[config.mk]
export PLATFORM = sky130hd
export DESIGN_NAME = attn_value_mac
export DESIGN_NICKNAME = d
export VERILOG_FILES = /design/src/rtl/attn_value_mac.sv
export SDC_FILE = /design/constraint.sdc
export NUM_CORES = 2
export LEC_CHECK = 0
export ABC_CLOCK_PERIOD_IN_PS = 19800
export CORE_MARGIN = 5
export CORE_UTILIZATION = 60
export CTS_CLUSTER_DIAMETER = 120
export DETAILED_ROUTE_END_ITERATION = 12
export PLACE_DENSITY = 0.77
export SYNTH_ARGS = -nofsm -noshare
export SYNTH_HDL_FRONTEND = slang
export SYNTH_SLANG_ARGS = --single-unit
[constraint.sdc]
create_clock -name clk -period 19.8 [get_ports clk]
set_clock_uncertainty 0.15 [all_clocks]
set_input_delay 3.96 -clock clk [delete_from_list [all_inputs] [get_ports clk]]
set_output_delay 3.96 -clock clk [all_outputs]
set_load 0.05 [all_outputs]
[src/rtl/attn_value_mac.sv]
`timescale 1ns/1ps
// attn_value_mac: attention value-accumulation stage behind the softmax.
// It latches one Q0.15 probability vector and then takes N value rows. Each
// row is multiplied by that token's probability and added into D signed
// accumulators. The block then emits one saturated Q8.8 context vector.
// Build option: define ATTN_MAC_ROUND_EN for round-half-up output.
// Without it the output is truncated (floor).
module attn_value_mac #(
   parameter int N     = 8,
   parameter int D     = 4,
   parameter int P_W   = 16,
   parameter int V_W   = 16,
   parameter int ACC_W = 40,
   parameter int OUT_W = 16
) (
   input  logic                          clk,
   input  logic                          rst,
   input  logic                          valid_in,
   input  logic [N-1:0][P_W-1:0]         p_vec,
   input  logic                          v_valid,
   input  logic [D-1:0][V_W-1:0]         v_row,
   output logic                          v_ready,
   output logic                          out_valid,
   output logic [D-1:0][OUT_W-1:0]       out_vec,
   input  logic                          out_ready,
   output logic                          busy,
   output logic                          drop_err
);

   localparam int IDX_W   = (N > 1) ? $clog2(N) : 1;
   localparam int FRAC_SH = P_W - 1;
   localparam logic [IDX_W-1:0] LAST_IDX = IDX_W'(N - 1);
   localparam logic signed [ACC_W-1:0] SAT_MAX = ACC_W'((1 << (OUT_W - 1)) - 1);
   localparam logic signed [ACC_W-1:0] SAT_MIN = ~SAT_MAX;
`ifdef ATTN_MAC_ROUND_EN
   localparam logic signed [ACC_W-1:0] RND_BIAS = ACC_W'(1) << (FRAC_SH - 1);
`else
   localparam logic signed [ACC_W-1:0] RND_BIAS = '0;
`endif

   typedef enum logic [1:0] {IDLE, ACCUM, OUT} state_t;

   state_t                        state_q, state_d;
   logic [IDX_W-1:0]              idx_q, idx_d;
   logic [P_W-1:0]                p_q [N];
   logic [P_W-1:0]                p_d [N];
   logic signed [ACC_W-1:0]       acc_q [D];
   logic signed [ACC_W-1:0]       acc_d [D];
   logic [D-1:0][OUT_W-1:0]       out_q, out_d;
   logic                          drop_q, drop_d;
   logic signed [P_W+V_W:0]       prod [D];
   logic                          load_p;
   logic                          finish;

   // Q8.23 result scaled back to Q8.8 with optional rounding, then clamped.
   function automatic logic [OUT_W-1:0] sat_out(input logic signed [ACC_W-1:0] a);
      logic signed [ACC_W-1:0] s;
      s = (a + RND_BIAS) >>> FRAC_SH;
      if (s > SAT_MAX) begin
         return SAT_MAX[OUT_W-1:0];
      end else if (s < SAT_MIN) begin
         return SAT_MIN[OUT_W-1:0];
      end
      return s[OUT_W-1:0];
   endfunction

   // Unsigned probability of the current token times each signed value element.
   always_comb begin
      for (int d = 0; d < D; d++) begin
         prod[d] = $signed({1'b0, p_q[idx_q]}) * $signed(v_row[d]);
      end
   end

   // Next-state logic: load, accumulate, and result handshake.
   always_comb begin
      state_d = state_q;
      idx_d   = idx_q;
      p_d     = p_q;
      acc_d   = acc_q;
      out_d   = out_q;
      drop_d  = drop_q;
      load_p  = 1'b0;
      finish  = 1'b0;
      case (state_q)
         IDLE: begin
            if (valid_in) begin
               load_p  = 1'b1;
               state_d = ACCUM;
            end
         end
         ACCUM: begin
            if (valid_in) begin
               drop_d = 1'b1;
            end
            if (v_valid) begin
               for (int d = 0; d < D; d++) begin
                  acc_d[d] = acc_q[d] + ACC_W'(prod[d]);
               end
               if (idx_q == LAST_IDX) begin
                  idx_d   = '0;
                  finish  = 1'b1;
                  state_d = OUT;
               end else begin
                  idx_d = idx_q + 1'b1;
               end
            end
         end
         OUT: begin
            if (out_ready) begin
               if (valid_in) begin
                  load_p  = 1'b1;
                  state_d = ACCUM;
               end else begin
                  state_d = IDLE;
               end
            end else if (valid_in) begin
               drop_d = 1'b1;
            end
         end
         default: state_d = IDLE;
      endcase
      if (load_p) begin
         for (int i = 0; i < N; i++) begin
            p_d[i] = p_vec[i];
         end
         for (int d = 0; d < D; d++) begin
            acc_d[d] = '0;
         end
         idx_d = '0;
      end
      if (finish) begin
         for (int d = 0; d < D; d++) begin
            out_d[d] = sat_out(acc_d[d]);
         end
      end
   end

   // State registers; reset aborts any in-flight vector.
   always_ff @(posedge clk or negedge rst) begin
      if (!rst) begin
         state_q <= IDLE;
         idx_q   <= '0;
         p_q     <= '{default: '0};
         acc_q   <= '{default: '0};
         out_q   <= '0;
         drop_q  <= 1'b0;
      end else begin
         state_q <= state_d;
         idx_q   <= idx_d;
         p_q     <= p_d;
         acc_q   <= acc_d;
         out_q   <= out_d;
         drop_q  <= drop_d;
      end
   end

   assign v_ready   = (state_q == ACCUM);
   assign out_valid = (state_q == OUT);
   assign busy      = (state_q != IDLE);
   assign out_vec   = out_q;
   assign drop_err  = drop_q;

endmodule
# Word level (Yosys, flattened, before mapping)
# Cells that the tools add are included.
totals:
  register_bits: 358
  output_inout_bits: 68
classes:
  addsub: 5
  n_mul: 4
  order_cmp: 9
  n_eq_ne: 8
  muxes: 49
  bitwise: 1
  reduce_logical: 8
op_table:
  columns: ["operator", "n"]
  rows:
  - ["two-way mux 160 bit", 3]
  - ["two-way mux 16 bit", 14]
  - ["adder 40 x 33 -> 40 bit", 4]
  - ["multiplier 17 x 16 -> 33 bit", 4]
  - ["> comparator 25 x 16 -> 1 bit (second input constant)", 4]
  - ["less-than comparator 25 x 16 -> 1 bit (second input constant)", 4]
  - ["binary-select mux 16 bit (select 3 bit)", 1]
  - ["two-way mux 1 bit", 20]
  - ["two-way mux 3 bit", 4]
  - ["two-way mux 2 bit", 4]
  - ["nonzero test 2 bit", 4]
  - ["inequality test 2 bit (second input constant)", 3]
  - ["case mux 2 bit (3 select lines)", 1]
  - ["greater-or-equal comparator 4 bit (second input constant)", 1]
  - ["inequality test 2 x 1 -> 1 bit (second input constant)", 2]
  - ["inverter 3 -> 4 bit", 1]
  - ["case mux 1 bit (2 select lines)", 2]
  - ["AND reduction 2 bit", 2]
  - ["AND reduction 4 bit", 1]
  - ["adder 3 x 1 -> 3 bit (second input constant)", 1]
  - ["equality test 3 bit (second input constant)", 1]
  - ["equality test 2 x 1 -> 1 bit (second input constant)", 1]
  - ["equality test 2 bit (second input constant)", 1]
  - ["logical NOT 2 bit", 1]

# Longest topological paths before layout
logic_depth:
  ltp_word: 14
  mapped_depth: 32
  ltp_nobuf: 27

# Worst setup path after synthesis
# Ideal clock, no wire load.
synth_timing:
  path_type: "input to register"
  start: "input port v_row[63] in the netlist's numbering"
  end: "register out_q, in the netlist out_vec[62]"
  arrival_time_ps: 10774
  t_required_ps: 19506
  setup_slack_ps: 8731
  cell_stages: 27
  n_path_buf: 3
  path_cell_list: "clkbuf_1 inv_1 clkbuf_1 nor2_1 fa_1 inv_1 fa_1 inv_1 fa_1 fa_1 fa_1 inv_1 fa_1 inv_1 ha_1 and2_4 nand3_2 or3_1 a2111oi_2 o21ai_1 a21o_1 a32o_1 or4_1 or4_4 o22ai_4 buf_12 o22ai_2"
synth_lines:
  columns: ["item", "line_no", "source"]
  rows:
  - ["from (decl)", "21", "input logic [D-1:0][V_W-1:0] v_row,"]
  - ["to (signal assigned)", "152", "out_q <= out_d;"]
  - ["to (decl)", "49", "logic [D-1:0][OUT_W-1:0] out_q, out_d;"]

==> out/results.ini <==
[clocking]
postCtsHoldBufs=0
clkSinkCount=358
cts_setup_buffers=0
clk_pin_slew_worst_paths_ns=0.06
cts_resized=0
cts_buffer_depth=3
cts.htree.levels=2
cts_tree=done
cts-buffers-inserted=46
root_buffer=clkbuf_16
clock_latency_ns=0.66

[logic_synthesis]
syn_area_um2=56700
synth-edff-count=0
syn-instance-count=6193
synth_area_per_cell_um2=9.16
synth_top_area_frac=0.320
synth_top_flop_cell=dfrtp_1
syn_nets=7852
yosysSeqAreaShare=0.158
synth-seq-cells=358
yosys_warnings=0
ys_types=82
synth.area.top_cells=fa_1 32%, dfrtp_1 16%, ha_1 12%
async_reset_ff_frac=1.00
synth_top_area_cell=fa_1

[final_layout]
fin_nets=7897
drive_gt1_frac=0.0526
post-route-util=0.660
layout_commonest_cell=inv_1
syn_to_final_growth_pct=8.83
fill_cells=7595
final_cell_mix=1,341 x inv_1, 908 x fa_1, 780 x nand2_1

[route]
num_vias=42800
ant_nets=0
dr.pass1.iters=6
totalWireLength_um=146000
wl_per_cell_um=19.3
vias_per_cell=5.67
drt_iter0_markers=2932
drc=0

[setup_path]
worstSetupStartpoint=v_row[31]
critPathRequiredTime_ns=20.08
worstSetupEndpoint=out_vec[22]
critical_path.max_fanout=15
rr_startpoint=idx_q[0]
r2r-end=out_vec[32]
endpoint_kind=flip-flop
r2r_cells=27
crit_arrival_ns=12.70
critical_path_class=input pin to flip-flop
reg2reg_slack_ns=8.94
start_kind=input pin

[floorplan]
ioPinCount=265
start_util=0.606
design.core.area_um2=93600
std_cell_rows=112
die_y_um=318
die_x_um=318
dieArea_um2=101000

[grt]
grt_use_total=0.296
grt_pass1_vias=47000
antenna_found_initial=22
gr-total-overflow=0
grt_pass1_wl_um=244000
grt_start_max_net_pins=154

[hold_path]
min_path_cells=1
min_from=drop_err
hold_class=flip-flop to flip-flop

[timing]
finalMaxSlewViolations=0
grt_setup_unrepaired=false
worstMarginPinSlew_ns=1.40
setup_viol=0
slew_headroom=0.0450
clock.fmax_ghz=0.0806
fin_crit_sh=0.627
hold_viol=0
min_period_ns=12.41
fin_setup_tns_ns=0

[placement]
dp.final_hpwl_um=112000
io_buffers=264
gp_congestion=0.986

[status]
status=complete, no violations

[job]
drv_cap=0

## critical path, cell delays in order
cell and delay [ns]:
clkdlybuf4s50_1 0.91, inv_1 0.45, nor2_1 0.23, fa_1 0.44
fa_1 0.46, fa_1 0.52, fa_1 0.43, fa_1 0.49
inv_1 0.05, fa_1 0.47, inv_1 0.04, ha_1 0.44
nand4_1 0.20, nor2_1 0.19, o2111ai_1 0.29, a211oi_1 0.52
nor2b_1 0.17, o21ai_0 0.27, xnor2_1 0.16, o21ai_0 0.15
or4_1 0.52, o22ai_1 1.07, o22ai_1 0.23
## cell families after synthesis
logic type                 synth area share
xor gates and xnor gates             0.0208
buffers and inverters                 0.109
and+or+nand+nor                       0.140
AOI/OAI and AO/OA                    0.0868
adders and majority gates             0.442
DFF                                   0.158
muxes                                0.0425
## worst min path at each step
stage | end | slack [ns]
finish | drop_err | 0.33
global route | out_vec[15] | 0.36
CTS | drop_err | 0.33
detailed placement | drop_err | 0.30
global placement | drop_err | 0.30
floorplan | acc_q[29] | 0.30
## layout make-up
cell class / count / area, um^2 / area share
diodes: 19 / 47.5 / 0.000770
well taps: 1254 / 1570 / 0.0254
multi-input cells: 4194 / 41600 / 0.674
flip-flops and latches: 358 / 8960 / 0.145
clock buffers: 64 / 1320 / 0.0214
repair buffers: 297 / 2930 / 0.0475
inverters: 1341 / 5030 / 0.0815
clock inverters: 20 / 269 / 0.00436
## routing by layer
metal	vias up	part of all wire	track usage	wire length, um
li1	19300	-	-	-
met1	21800	0.41	0.387	59500
met2	1380	0.49	0.501	70900
met3	308	0.069	0.0549	10100
met4	4	0.037	0.0997	5330
met5	-	0.00026	0	38
## per-stage QoR
step                cells  area [um^2]  worst slack [ns]  hold WS, ns
finish               7547        61800              7.39        0.333
global route         7544        61700              7.03        0.363
CTS                  7528        61700              7.58        0.333
detailed placement   7444        60100              6.89        0.305
global placement     7444        60100              7.06        0.303
floorplan            6193        56700              8.73        0.303
## state kept, by name, summed over array words and instances, names as in the netlist
register  flops
idx_q         3
acc_q       160
out_vec      64
drop_err      1
p_q         128
state_q       2
## cells in the mapped netlist, drive strengths merged, types with 24 or more instances
| master | instances |
|---|---|
| and2 | 496 |
| ha | 554 |
| nand3 | 35 |
| o21ai | 243 |
| inv | 1341 |
| nand2 | 783 |
| o22ai | 33 |
| buf | 54 |
| xor2 | 63 |
| a21o | 51 |
| clkbuf | 246 |
| nand2b | 26 |
| mux2 | 145 |
| xnor2 | 69 |
| a21oi | 189 |
| o211ai | 24 |
| dfrtp | 358 |
| mux4 | 32 |
| nand4 | 38 |
| a22o | 44 |
| fa | 908 |
| nor2 | 156 |
Power is not shown: default switching activity piles up to over one toggle a cycle in this logic, so the estimate is an artifact.
